$ cat config.mk
export PLATFORM = sky130hd
export DESIGN_NAME = seven_seg_scan_driver
export DESIGN_NICKNAME = d
export VERILOG_FILES = /design/src/rtl/seven_seg_scan_driver_pkg.sv /design/src/rtl/seven_seg_scan_driver_bcd_to_seg.sv /design/src/rtl/seven_seg_scan_driver.sv
export SDC_FILE = /design/constraint.sdc
export NUM_CORES = 1
export LEC_CHECK = 0
export CELL_PAD_IN_SITES_DETAIL_PLACEMENT = 0
export CELL_PAD_IN_SITES_GLOBAL_PLACEMENT = 1
export CORE_ASPECT_RATIO = 0.75
export CORE_MARGIN = 2
export CORE_UTILIZATION = 43
export CTS_CLUSTER_SIZE = 24
export DETAILED_ROUTE_END_ITERATION = 10
export PLACE_DENSITY = 0.95
export REMOVE_ABC_BUFFERS = 1
export SYNTH_ARGS = -nofsm -noshare
export SYNTH_HDL_FRONTEND = slang
export SYNTH_SLANG_ARGS = --single-unit
$ cat constraint.sdc
create_clock -name clk -period 4.85 [get_ports clk]
set_input_delay 0.7275 -clock clk [delete_from_list [all_inputs] [get_ports clk]]
set_output_delay 0.7275 -clock clk [all_outputs]
set_load 0.01 [all_outputs]
$ cat src/rtl/seven_seg_scan_driver_pkg.sv
// rtl/seven_seg_scan_driver_pkg.sv - shared constants for the seven-segment scan driver
// Purpose: segment patterns (active-low {g,f,e,d,c,b,a}) and scan FSM state encodings.
// Ports: none (package).
package seven_seg_scan_driver_pkg;

  localparam logic [6:0] SEG_0    = 7'b1000000;
  localparam logic [6:0] SEG_1    = 7'b1111001;
  localparam logic [6:0] SEG_2    = 7'b0100100;
  localparam logic [6:0] SEG_3    = 7'b0110000;
  localparam logic [6:0] SEG_4    = 7'b0011001;
  localparam logic [6:0] SEG_5    = 7'b0010010;
  localparam logic [6:0] SEG_6    = 7'b0000010;
  localparam logic [6:0] SEG_7    = 7'b1111000;
  localparam logic [6:0] SEG_8    = 7'b0000000;
  localparam logic [6:0] SEG_9    = 7'b0010000;
  // Non-BCD nibble: shows a dash so an upstream counter fault is visible.
  localparam logic [6:0] SEG_DASH = 7'b0111111;
  localparam logic [6:0] SEG_OFF  = 7'b1111111;

  typedef enum logic {
    ST_GUARD = 1'b0,
    ST_SHOW  = 1'b1
  } scan_state_e;

endpackage

$ cat src/rtl/seven_seg_scan_driver_bcd_to_seg.sv
// rtl/seven_seg_scan_driver_bcd_to_seg.sv - combinational BCD to 7-segment decoder
// Purpose: decode one BCD nibble to active-low segments, with a forced-blank input.
// Ports:
//   bcd    in  4  BCD digit (10..15 decode to a dash)
//   blank  in  1  1 = all segments off regardless of bcd
//   seg_n  out 7  active-low segments {g,f,e,d,c,b,a}
module seven_seg_scan_driver_bcd_to_seg
  import seven_seg_scan_driver_pkg::*;
(
  input  logic [3:0] bcd,
  input  logic       blank,
  output logic [6:0] seg_n
);

  always_comb begin
    seg_n = SEG_OFF;
    if (!blank) begin
      case (bcd)
        4'd0:    seg_n = SEG_0;
        4'd1:    seg_n = SEG_1;
        4'd2:    seg_n = SEG_2;
        4'd3:    seg_n = SEG_3;
        4'd4:    seg_n = SEG_4;
        4'd5:    seg_n = SEG_5;
        4'd6:    seg_n = SEG_6;
        4'd7:    seg_n = SEG_7;
        4'd8:    seg_n = SEG_8;
        4'd9:    seg_n = SEG_9;
        default: seg_n = SEG_DASH;
      endcase
    end
  end

endmodule

$ cat src/rtl/seven_seg_scan_driver.sv
// rtl/seven_seg_scan_driver.sv - time-multiplexed common-anode 7-segment scan driver
// Purpose: round-robin digit scan with blank guard cycles at each digit change
//          and optional leading-zero blanking. All outputs registered.
// Ports:
//   clk        in  1             system clock
//   rst        in  1             asynchronous active-high reset
//   enable     in  1             0 = display dark, scan frozen
//   digits_in  in  4*NUM_DIGITS  packed BCD, digit i at [4i+3:4i], digit 0 rightmost
//   dp_in      in  NUM_DIGITS    decimal point request per digit, 1 = lit
//   seg_n      out 7             active-low segments {g,f,e,d,c,b,a}
//   dp_n       out 1             active-low decimal point
//   an_n       out NUM_DIGITS    active-low anode enables, at most one low
//   digit_idx  out clog2(N)      index of the current slot
module seven_seg_scan_driver #(
  parameter int unsigned NUM_DIGITS    = 4,
  parameter int unsigned CLK_HZ        = 100000000,
  parameter int unsigned REFRESH_HZ    = 1000,
  parameter int unsigned GUARD_CYCLES  = 16,
  parameter bit          BLANK_LEADING = 1'b1
) (
  input  logic                          clk,
  input  logic                          rst,
  input  logic                          enable,
  input  logic [4*NUM_DIGITS-1:0]       digits_in,
  input  logic [NUM_DIGITS-1:0]         dp_in,
  output logic [6:0]                    seg_n,
  output logic                          dp_n,
  output logic [NUM_DIGITS-1:0]         an_n,
  output logic [$clog2(NUM_DIGITS)-1:0] digit_idx
);

  import seven_seg_scan_driver_pkg::*;

  localparam int unsigned DIV   = CLK_HZ / REFRESH_HZ;
  localparam int unsigned PRE_W = (DIV > 1) ? $clog2(DIV) : 1;
  localparam int unsigned GRD_W = $clog2(GUARD_CYCLES + 1);
  localparam int unsigned IDX_W = $clog2(NUM_DIGITS);

  scan_state_e            state_q, state_d;
  logic [PRE_W-1:0]       prescaler_q, prescaler_d;
  logic [GRD_W-1:0]       guard_cnt_q, guard_cnt_d;
  logic [IDX_W-1:0]       digit_idx_q, digit_idx_d;
  logic [6:0]             seg_n_q, seg_n_d;
  logic                   dp_n_q, dp_n_d;
  logic [NUM_DIGITS-1:0]  an_n_q, an_n_d;

  logic [NUM_DIGITS-1:0]  lead_blank;
  logic                   zero_run;
  logic [3:0]             cur_bcd;
  logic                   cur_dp;
  logic                   cur_blank;
  logic [6:0]             dec_seg_n;
  logic                   tick;
  logic                   guard_done;

  // A digit is a leading zero when it and every more-significant digit are 0.
  // Digit 0 is left out so a zero value still shows "0".
  always_comb begin
    zero_run   = 1'b1;
    lead_blank = '0;
    for (int i = NUM_DIGITS - 1; i >= 0; i--) begin
      zero_run = zero_run & (digits_in[4*i +: 4] == 4'd0);
      if (i > 0) begin
        lead_blank[i] = zero_run & BLANK_LEADING;
      end
    end
  end

  always_comb begin
    cur_bcd   = 4'd0;
    cur_dp    = 1'b0;
    cur_blank = 1'b0;
    for (int i = 0; i < NUM_DIGITS; i++) begin
      if (digit_idx_q == IDX_W'(i)) begin
        cur_bcd   = digits_in[4*i +: 4];
        cur_dp    = dp_in[i];
        cur_blank = lead_blank[i];
      end
    end
  end

  seven_seg_scan_driver_bcd_to_seg u_dec (
    .bcd   (cur_bcd),
    .blank (cur_blank),
    .seg_n (dec_seg_n)
  );

  assign tick       = (prescaler_q == PRE_W'(DIV - 1));
  assign guard_done = (guard_cnt_q == GRD_W'(GUARD_CYCLES - 1));

  always_comb begin
    state_d     = state_q;
    prescaler_d = prescaler_q;
    guard_cnt_d = guard_cnt_q;
    digit_idx_d = digit_idx_q;
    seg_n_d     = seg_n_q;
    dp_n_d      = dp_n_q;
    an_n_d      = an_n_q;

    if (!enable) begin
      // Freeze the scan position; re-enable replays a full guard on this digit.
      state_d     = ST_GUARD;
      guard_cnt_d = '0;
      seg_n_d     = SEG_OFF;
      dp_n_d      = 1'b1;
      an_n_d      = '1;
    end else if (tick) begin
      // Slot boundary wins over any FSM activity.
      prescaler_d = '0;
      digit_idx_d = (digit_idx_q == IDX_W'(NUM_DIGITS - 1)) ? '0 : digit_idx_q + 1'b1;
      state_d     = ST_GUARD;
      guard_cnt_d = '0;
      seg_n_d     = SEG_OFF;
      dp_n_d      = 1'b1;
      an_n_d      = '1;
    end else begin
      prescaler_d = prescaler_q + 1'b1;
      case (state_q)
        ST_GUARD: begin
          guard_cnt_d = guard_cnt_q + 1'b1;
          if (guard_done) begin
            // Inputs are sampled only here; the digit then stays frozen for the slot.
            state_d = ST_SHOW;
            seg_n_d = dec_seg_n;
            dp_n_d  = ~cur_dp;
            an_n_d  = ~(NUM_DIGITS'(1) << digit_idx_q);
          end
        end
        ST_SHOW: begin
        end
        default: begin
          state_d = ST_GUARD;
        end
      endcase
    end
  end

  always_ff @(posedge clk or posedge rst) begin
    if (rst) begin
      state_q     <= ST_GUARD;
      prescaler_q <= '0;
      guard_cnt_q <= '0;
      digit_idx_q <= '0;
      seg_n_q     <= SEG_OFF;
      dp_n_q      <= 1'b1;
      an_n_q      <= '1;
    end else begin
      state_q     <= state_d;
      prescaler_q <= prescaler_d;
      guard_cnt_q <= guard_cnt_d;
      digit_idx_q <= digit_idx_d;
      seg_n_q     <= seg_n_d;
      dp_n_q      <= dp_n_d;
      an_n_q      <= an_n_d;
    end
  end

  assign seg_n     = seg_n_q;
  assign dp_n      = dp_n_q;
  assign an_n      = an_n_q;
  assign digit_idx = digit_idx_q;

endmodule

==> flow_summary.json, run 1 <==
{
  "synth_cells": 205,
  "syn_avg_cell_area_um2": 10.0,
  "n_antenna_cell": 0,
  "relSlewSlack": 0.575,
  "crit_end": "seg_n[4]$_DFFE_PP1P_",
  "drc": 0,
  "final_cells": 297,
  "final_util": 0.560,
  "final_common_cell": "clkdlybuf4s50_1",
  "num_rows": 21,
  "grt_max_degree": 38,
  "multi_input_area_um2": 1010,
  "gr-total-overflow": 0,
  "via_per_inst": 5.37,
  "die_area_um2": 5350,
  "peakVddDrop_uv": 141,
  "worst_pin_slew_ns": 0.637,
  "crit_type": "flop to flop",
  "cts_resized": 0,
  "drt-initial-drc-count": 78,
  "track_usage": 0.176,
  "fin_crit_sh": 0.514,
  "clk_pin_slew_ns": 0.07,
  "grt_pass1_wl_um": 7510,
  "power_density_nw_per_um2": 264,
  "clockRootBuffer": "clkbuf_8",
  "yosys_warnings": 0,
  "via_count": 1595,
  "synth-main-ff-cell": "dfrtp_1",
  "io_pins": 37,
  "grt_pass1_vias": 1570,
  "synth_seq_area_share": 0.458,
  "routed_wl_um": 4290,
  "max_cap_violations": 0,
  "drive_gt1_frac": 0.117,
  "fillers": 403,
  "fin_crit_ns": 2.49,
  "antenna_left": 0,
  "cts_tree": "built",
  "place_area_um2": 2430,
  "fp.dieW_um": 83.8,
  "hpwl_um": 3190,
  "rr_worst_depth": 7,
  "cts_buffers": 5,
  "cts_hold_buf": 0,
  "skew_ns": 0.00433,
  "place_ws_ns": 2.13,
  "cts_sinks": 37,
  "crit_arrival_ns": 2.71,
  "hold_viol_final": 0,
  "setup_viol": 0,
  "regArea_um2": 941,
  "area_growth_pct": 23.3,
  "gp_congestion": 0.788,
  "worstSkewPairLatency_ns": 0.29,
  "setup_tns_ns": 0,
  "initial_core_util": 0.454,
  "leakagePower_nw": 1.07,
  "rsz0062_at_grt": "false",
  "crit_required_ns": 5.07,
  "slew_viol_final": 0,
  "critPathLaunchType": "flop",
  "fp.coreArea_um2": 4520,
  "netlist_area_um2": 2050,
  "setup_slack_ns": 2.36,
  "r2r_start": "digit_idx[0]$_DFFE_PP0P_",
  "fmax_mhz": 401,
  "finalNetCount": 270,
  "antenna_found_initial": 0,
  "crit_start": "digit_idx[0]$_DFFE_PP0P_",
  "hp-class": "flop to flop",
  "clockBufferDepth": 2,
  "p_total_mw": 0.667,
  "outcome": "finished clean",
  "async_reset_ff_frac": 1.00,
  "dr.pass1.iters": 4,
  "ff2ff_setup_slack_ns": 2.36,
  "avgRoutedWirePerCell_um": 14.4,
  "design_area_um2": 2530,
  "numPortBuffers": 36,
  "end_kind": "flop",
  "mostFrequentLayoutCells": "clkdlybuf4s50_1, dfrtp_1, nor2_1",
  "cts_setup_buffers": 0,
  "placedCellCount": 289,
  "r2r-end": "seg_n[4]$_DFFE_PP1P_",
  "synth_cell_types": 44,
  "worstPathMaxFanout": 12,
  "whs_ns": 0.501,
  "synth_seq_cells": 37,
  "h-tree-depth": 2,
  "synth_edf_count": 0,
  "die_h_um": 63.8
}
-- power breakdown --
part	switching [mW]	internal [mW]	total [mW]
clock	0.108	0.128	0.236
sequential	0.0241	0.330	0.354
combinational	0.0364	0.0411	0.0774
-- synth_stat cells (2+ instances only) --
cell,n,area share
o22a_1,5,0.021
a21oi_1,7,0.017
o211ai_1,4,0.015
nor2_1,22,0.040
o21ai_0,6,0.015
ha_1,8,0.049
dfstp_2,12,0.15
dfrtp_1,25,0.30
nand2b_1,2,0.0061
mux2i_1,3,0.015
a211o_1,2,0.0085
inv_1,11,0.020
xor2_1,6,0.026
and4_1,4,0.017
buf_4,2,0.0073
a211oi_1,3,0.011
nor3b_1,5,0.018
nor2b_1,2,0.0061
nand2_1,18,0.033
a221o_2,2,0.011
buf_6,2,0.011
nand4_1,7,0.021
nor4_1,2,0.0061
and3_1,3,0.0091
nor4bb_1,2,0.0098
nand3b_1,5,0.018
xnor2_1,11,0.047
clkbuf_1,5,0.0091
and2_1,2,0.0061
nand3_1,3,0.0073
-- routing by layer --
layer / track usage / vias to the layer above / wire, µm
met5: 0 / - / 0
met4: 0.0605 / 0 / 45
met3: 0.0452 / 7 / 212
met2: 0.250 / 36 / 1710
met1: 0.261 / 756 / 2320
li1: - / 796 / -
-- flip-flops by register name (all words and copies together), names as in the netlist --
name         flops
dp_n             1
digit_idx        2
guard_cnt_q      5
an_n             4
seg_n            7
prescaler_q     17
state_q          1
-- worst min-delay path by stage --
stage                                     start                          end  depth (start not counted)
floorplan            prescaler_q[4]$_DFFE_PP0P_   prescaler_q[4]$_DFFE_PP0P_                          1
global placement     prescaler_q[8]$_DFFE_PP0P_   prescaler_q[8]$_DFFE_PP0P_                          1
detailed placement   prescaler_q[8]$_DFFE_PP0P_   prescaler_q[8]$_DFFE_PP0P_                          1
CTS                         an_n[1]$_DFFE_PP1P_          an_n[1]$_DFFE_PP1P_                          2
global route        prescaler_q[12]$_DFFE_PP0P_  prescaler_q[12]$_DFFE_PP0P_                          1
finish                      an_n[1]$_DFFE_PP1P_          an_n[1]$_DFFE_PP1P_                          2
-- cells by family (layout without fill, tap and decap cells) --
family / Yosys count / in the layout / synth area share
DFF: 37 / 37 / 0.458
and+or+nand+nor: 83 / 83 / 0.221
xor gates and xnor gates: 17 / 17 / 0.0725
AOI/OAI and AO/OA: 36 / 36 / 0.135
muxes: 3 / 3 / 0.0146
buffers and inverters: 21 / 56 / 0.0500
adders and majority gates: 8 / 8 / 0.0488
-- cell type report --
class	count	share of cell area
clock buffer	7	0.0380
clock inverter	1	0.00198
inverter	11	0.0163
multi-input combinational	147	0.399
sequential	37	0.372
tap	57	0.0282
timing repair buffer	37	0.145
-- worst max-delay path, stage by stage (launching register included) --
cell      delay [ns]
dfrtp_1         0.42
inv_1           0.14
ha_1            0.42
nor3b_1         0.23
a221o_2         0.26
nand2_4         0.07
a2111o_1        0.51
o32a_1          0.38
No activity file was read; power rests on OpenSTA's default activity.
==> run 2, diff against run 1 <==
--- a/config.mk
+++ b/config.mk
@@ -9,10 +9,10 @@
 export CELL_PAD_IN_SITES_GLOBAL_PLACEMENT = 1
 export CORE_ASPECT_RATIO = 0.75
 export CORE_MARGIN = 2
-export CORE_UTILIZATION = 43
+export CORE_UTILIZATION = 40
 export CTS_CLUSTER_SIZE = 24
 export DETAILED_ROUTE_END_ITERATION = 10
-export PLACE_DENSITY = 0.95
+export PLACE_DENSITY = 0.9
 export REMOVE_ABC_BUFFERS = 1
 export SYNTH_ARGS = -nofsm -noshare
 export SYNTH_HDL_FRONTEND = slang
==> constraint.sdc (replaced) <==
create_clock -name clk -period 2.3 [get_ports clk]
set_input_delay 0.345 -clock clk [delete_from_list [all_inputs] [get_ports clk]]
set_output_delay 0.345 -clock clk [all_outputs]
set_load 0.01 [all_outputs]
==> run 2 against run 1 <==
Final cell count grew 4.0%. Via count grew 1.8%. Wire length grew 5.0%. Fmax grew 15%. Hold slack lost 0.047 ns. Non-clock buffer count grew 9. Die area grew 7.1%. First-iteration DRC count shrank 35%. Critical endpoint is now seg_n[0]$_DFFE_PP1P_. Largest power group unchanged. Highest routed layer unchanged.
==> flow_summary.json, run 2 (same netlist as run 1, synthesis figures left out) <==
{
  "outcome": "finished clean",
  "largest_reg_flops": 17,
  "top_register": "prescaler_q",
  "fin_crit_sh": 0.940,
  "max_stage_delay_ns": 0.47,
  "path_depth": 8,
  "worstPathMaxFanout": 12,
  "fin_crit_ns": 2.16,
  "grt_max_degree": 38,
  "leakagePower_nw": 1.10,
  "cts_tree": "built",
  "slew_viol_final": 0,
  "crit_start": "digit_idx[0]$_DFFE_PP0P_",
  "skew_ns": 0.00586,
  "track_usage": 0.179,
  "ff2ff_setup_slack_ns": 0.14,
  "n_antenna_cell": 0,
  "worstPathCellList": "inv_2, ha_4, nor3b_1, a221o_2, nand2_4, a2111o_1, buf_4, o22a_1",
  "drive_gt1_frac": 0.181,
  "crit_type": "flop to flop",
  "gr-total-overflow": 0,
  "fp.dieW_um": 86.7,
  "grt_pass1_wl_um": 7850,
  "end_kind": "flop",
  "crit_end": "seg_n[0]$_DFFE_PP1P_",
  "critPathLaunchType": "flop",
  "finalNetCount": 279,
  "setup_tns_ns": 0,
  "slowest_stage": "dfrtp_2",
  "clk_pin_slew_ns": 0.08,
  "rr_worst_depth": 8,
  "drc": 0,
  "antenna_left": 0,
  "antenna_found_initial": 0,
  "clockRootBuffer": "clkbuf_8",
  "gp_congestion": 0.807,
  "clockBufferDepth": 2,
  "r2r_start": "digit_idx[0]$_DFFE_PP0P_",
  "crit_required_ns": 2.53,
  "via_count": 1624,
  "hp-class": "input pin to asynchronous set/reset pin",
  "max_cap_violations": 0,
  "routed_wl_um": 4500,
  "numPortBuffers": 36,
  "mostFrequentLayoutCells": "clkdlybuf4s50_1, dfrtp_1, nor2_1",
  "cts_buffers": 5,
  "drt-initial-drc-count": 51,
  "via_per_inst": 5.26,
  "fp.coreArea_um2": 4930,
  "setup_viol": 0,
  "p_total_mw": 1.43,
  "num_rows": 22,
  "worst_pin_slew_ns": 0.468,
  "worstSkewPairLatency_ns": 0.30,
  "crit_arrival_ns": 2.39,
  "hold_viol_final": 0,
  "area_growth_pct": 29.4,
  "die_h_um": 66.0,
  "h-tree-depth": 2,
  "dr.pass1.iters": 4,
  "cts_sinks": 37,
  "cts_setup_buffers": 0,
  "initial_core_util": 0.417,
  "final_common_cell": "clkdlybuf4s50_1",
  "grt_pass1_vias": 1613,
  "avgRoutedWirePerCell_um": 14.6,
  "relSlewSlack": 0.688,
  "io_pins": 37,
  "r2r-end": "seg_n[0]$_DFFE_PP1P_",
  "cp_num_buf_inv": 2,
  "cp_top_family": "compound AO/OA/AOI/OAI gates",
  "die_area_um2": 5730,
  "power_density_nw_per_um2": 537,
  "fmax_mhz": 462,
  "peakVddDrop_uv": 300,
  "hpwl_um": 3250
}
[run 2: changes by cell type in the layout (fill, tap and decap cells not counted), sizes merged]
| cell | previous run | this run |
|---|---|---|
| buf | 1 | 10 |
[run 2: worst min path at each step]
stage | to | slack [ns] | cells after the start
5_1_grt | guard_cnt_q[1]$_DFFE_PP0P_ | 0.53 | 3
2_1_floorplan | prescaler_q[0]$_DFFE_PP0P_ | 0.44 | 1
6_report | guard_cnt_q[0]$_DFFE_PP0P_ | 0.45 | 3
3_5_place_dp | prescaler_q[4]$_DFFE_PP0P_ | 0.48 | 1
4_1_cts | guard_cnt_q[0]$_DFFE_PP0P_ | 0.47 | 3
3_3_place_gp | prescaler_q[4]$_DFFE_PP0P_ | 0.48 | 1
[run 2: layout make-up]
type	count	area, µm²
Clock buffer	7	96.3
Clock inverter	1	5.00
Fill cell	453	2270
Inverter	11	41.3
Multi-Input combinational cell	147	1060
Sequential cell	37	943
Tap cell	60	75.1
Timing Repair Buffer	46	435
[run 2: what timing repair did]
action / in CTS / in global routing
setup endpoints to repair: 1 / 7
gates resized for setup: 1 / 11
pin swaps: 0 / 0
hold buffers: 0 / 0
[run 2: worst reg2reg max path, stage by stage (launching register included)]
cell,delay [ns]
dfrtp_2,0.47
inv_2,0.14
ha_4,0.22
nor3b_1,0.21
a221o_2,0.19
nand2_4,0.06
a2111o_1,0.43
buf_4,0.17
o22a_1,0.20
[run 2: stage by stage]
step	worst slack [ns]	cells	hold WS (ns)	utilization	cell area, µm²
global placement	0.0780	301	0.484	0.508	2500
CTS	0.0109	309	0.468	0.529	2610
global route	-0.0171	309	0.525	0.539	2660
finish	0.137	309	0.454	0.539	2660
floorplan	0.0476	195	0.438	-	1990
detailed placement	-0.00623	301	0.480	0.508	2500
[run 2: report_power, final]
part / internal [mW] / switching, mW
clock: 0.271 / 0.244
sequential: 0.696 / 0.0487
combinational: 0.0913 / 0.0767
[run 2: per-layer routing]
| layer | global-route usage | vias to the layer above | share of wire |
|---|---|---|---|
| met5 | 0 | - | 0 |
| met4 | 0.0645 | 0 | 0.015 |
| met3 | 0.0437 | 7 | 0.047 |
| met2 | 0.256 | 35 | 0.41 |
| met1 | 0.260 | 774 | 0.52 |
| li1 | - | 808 | - |
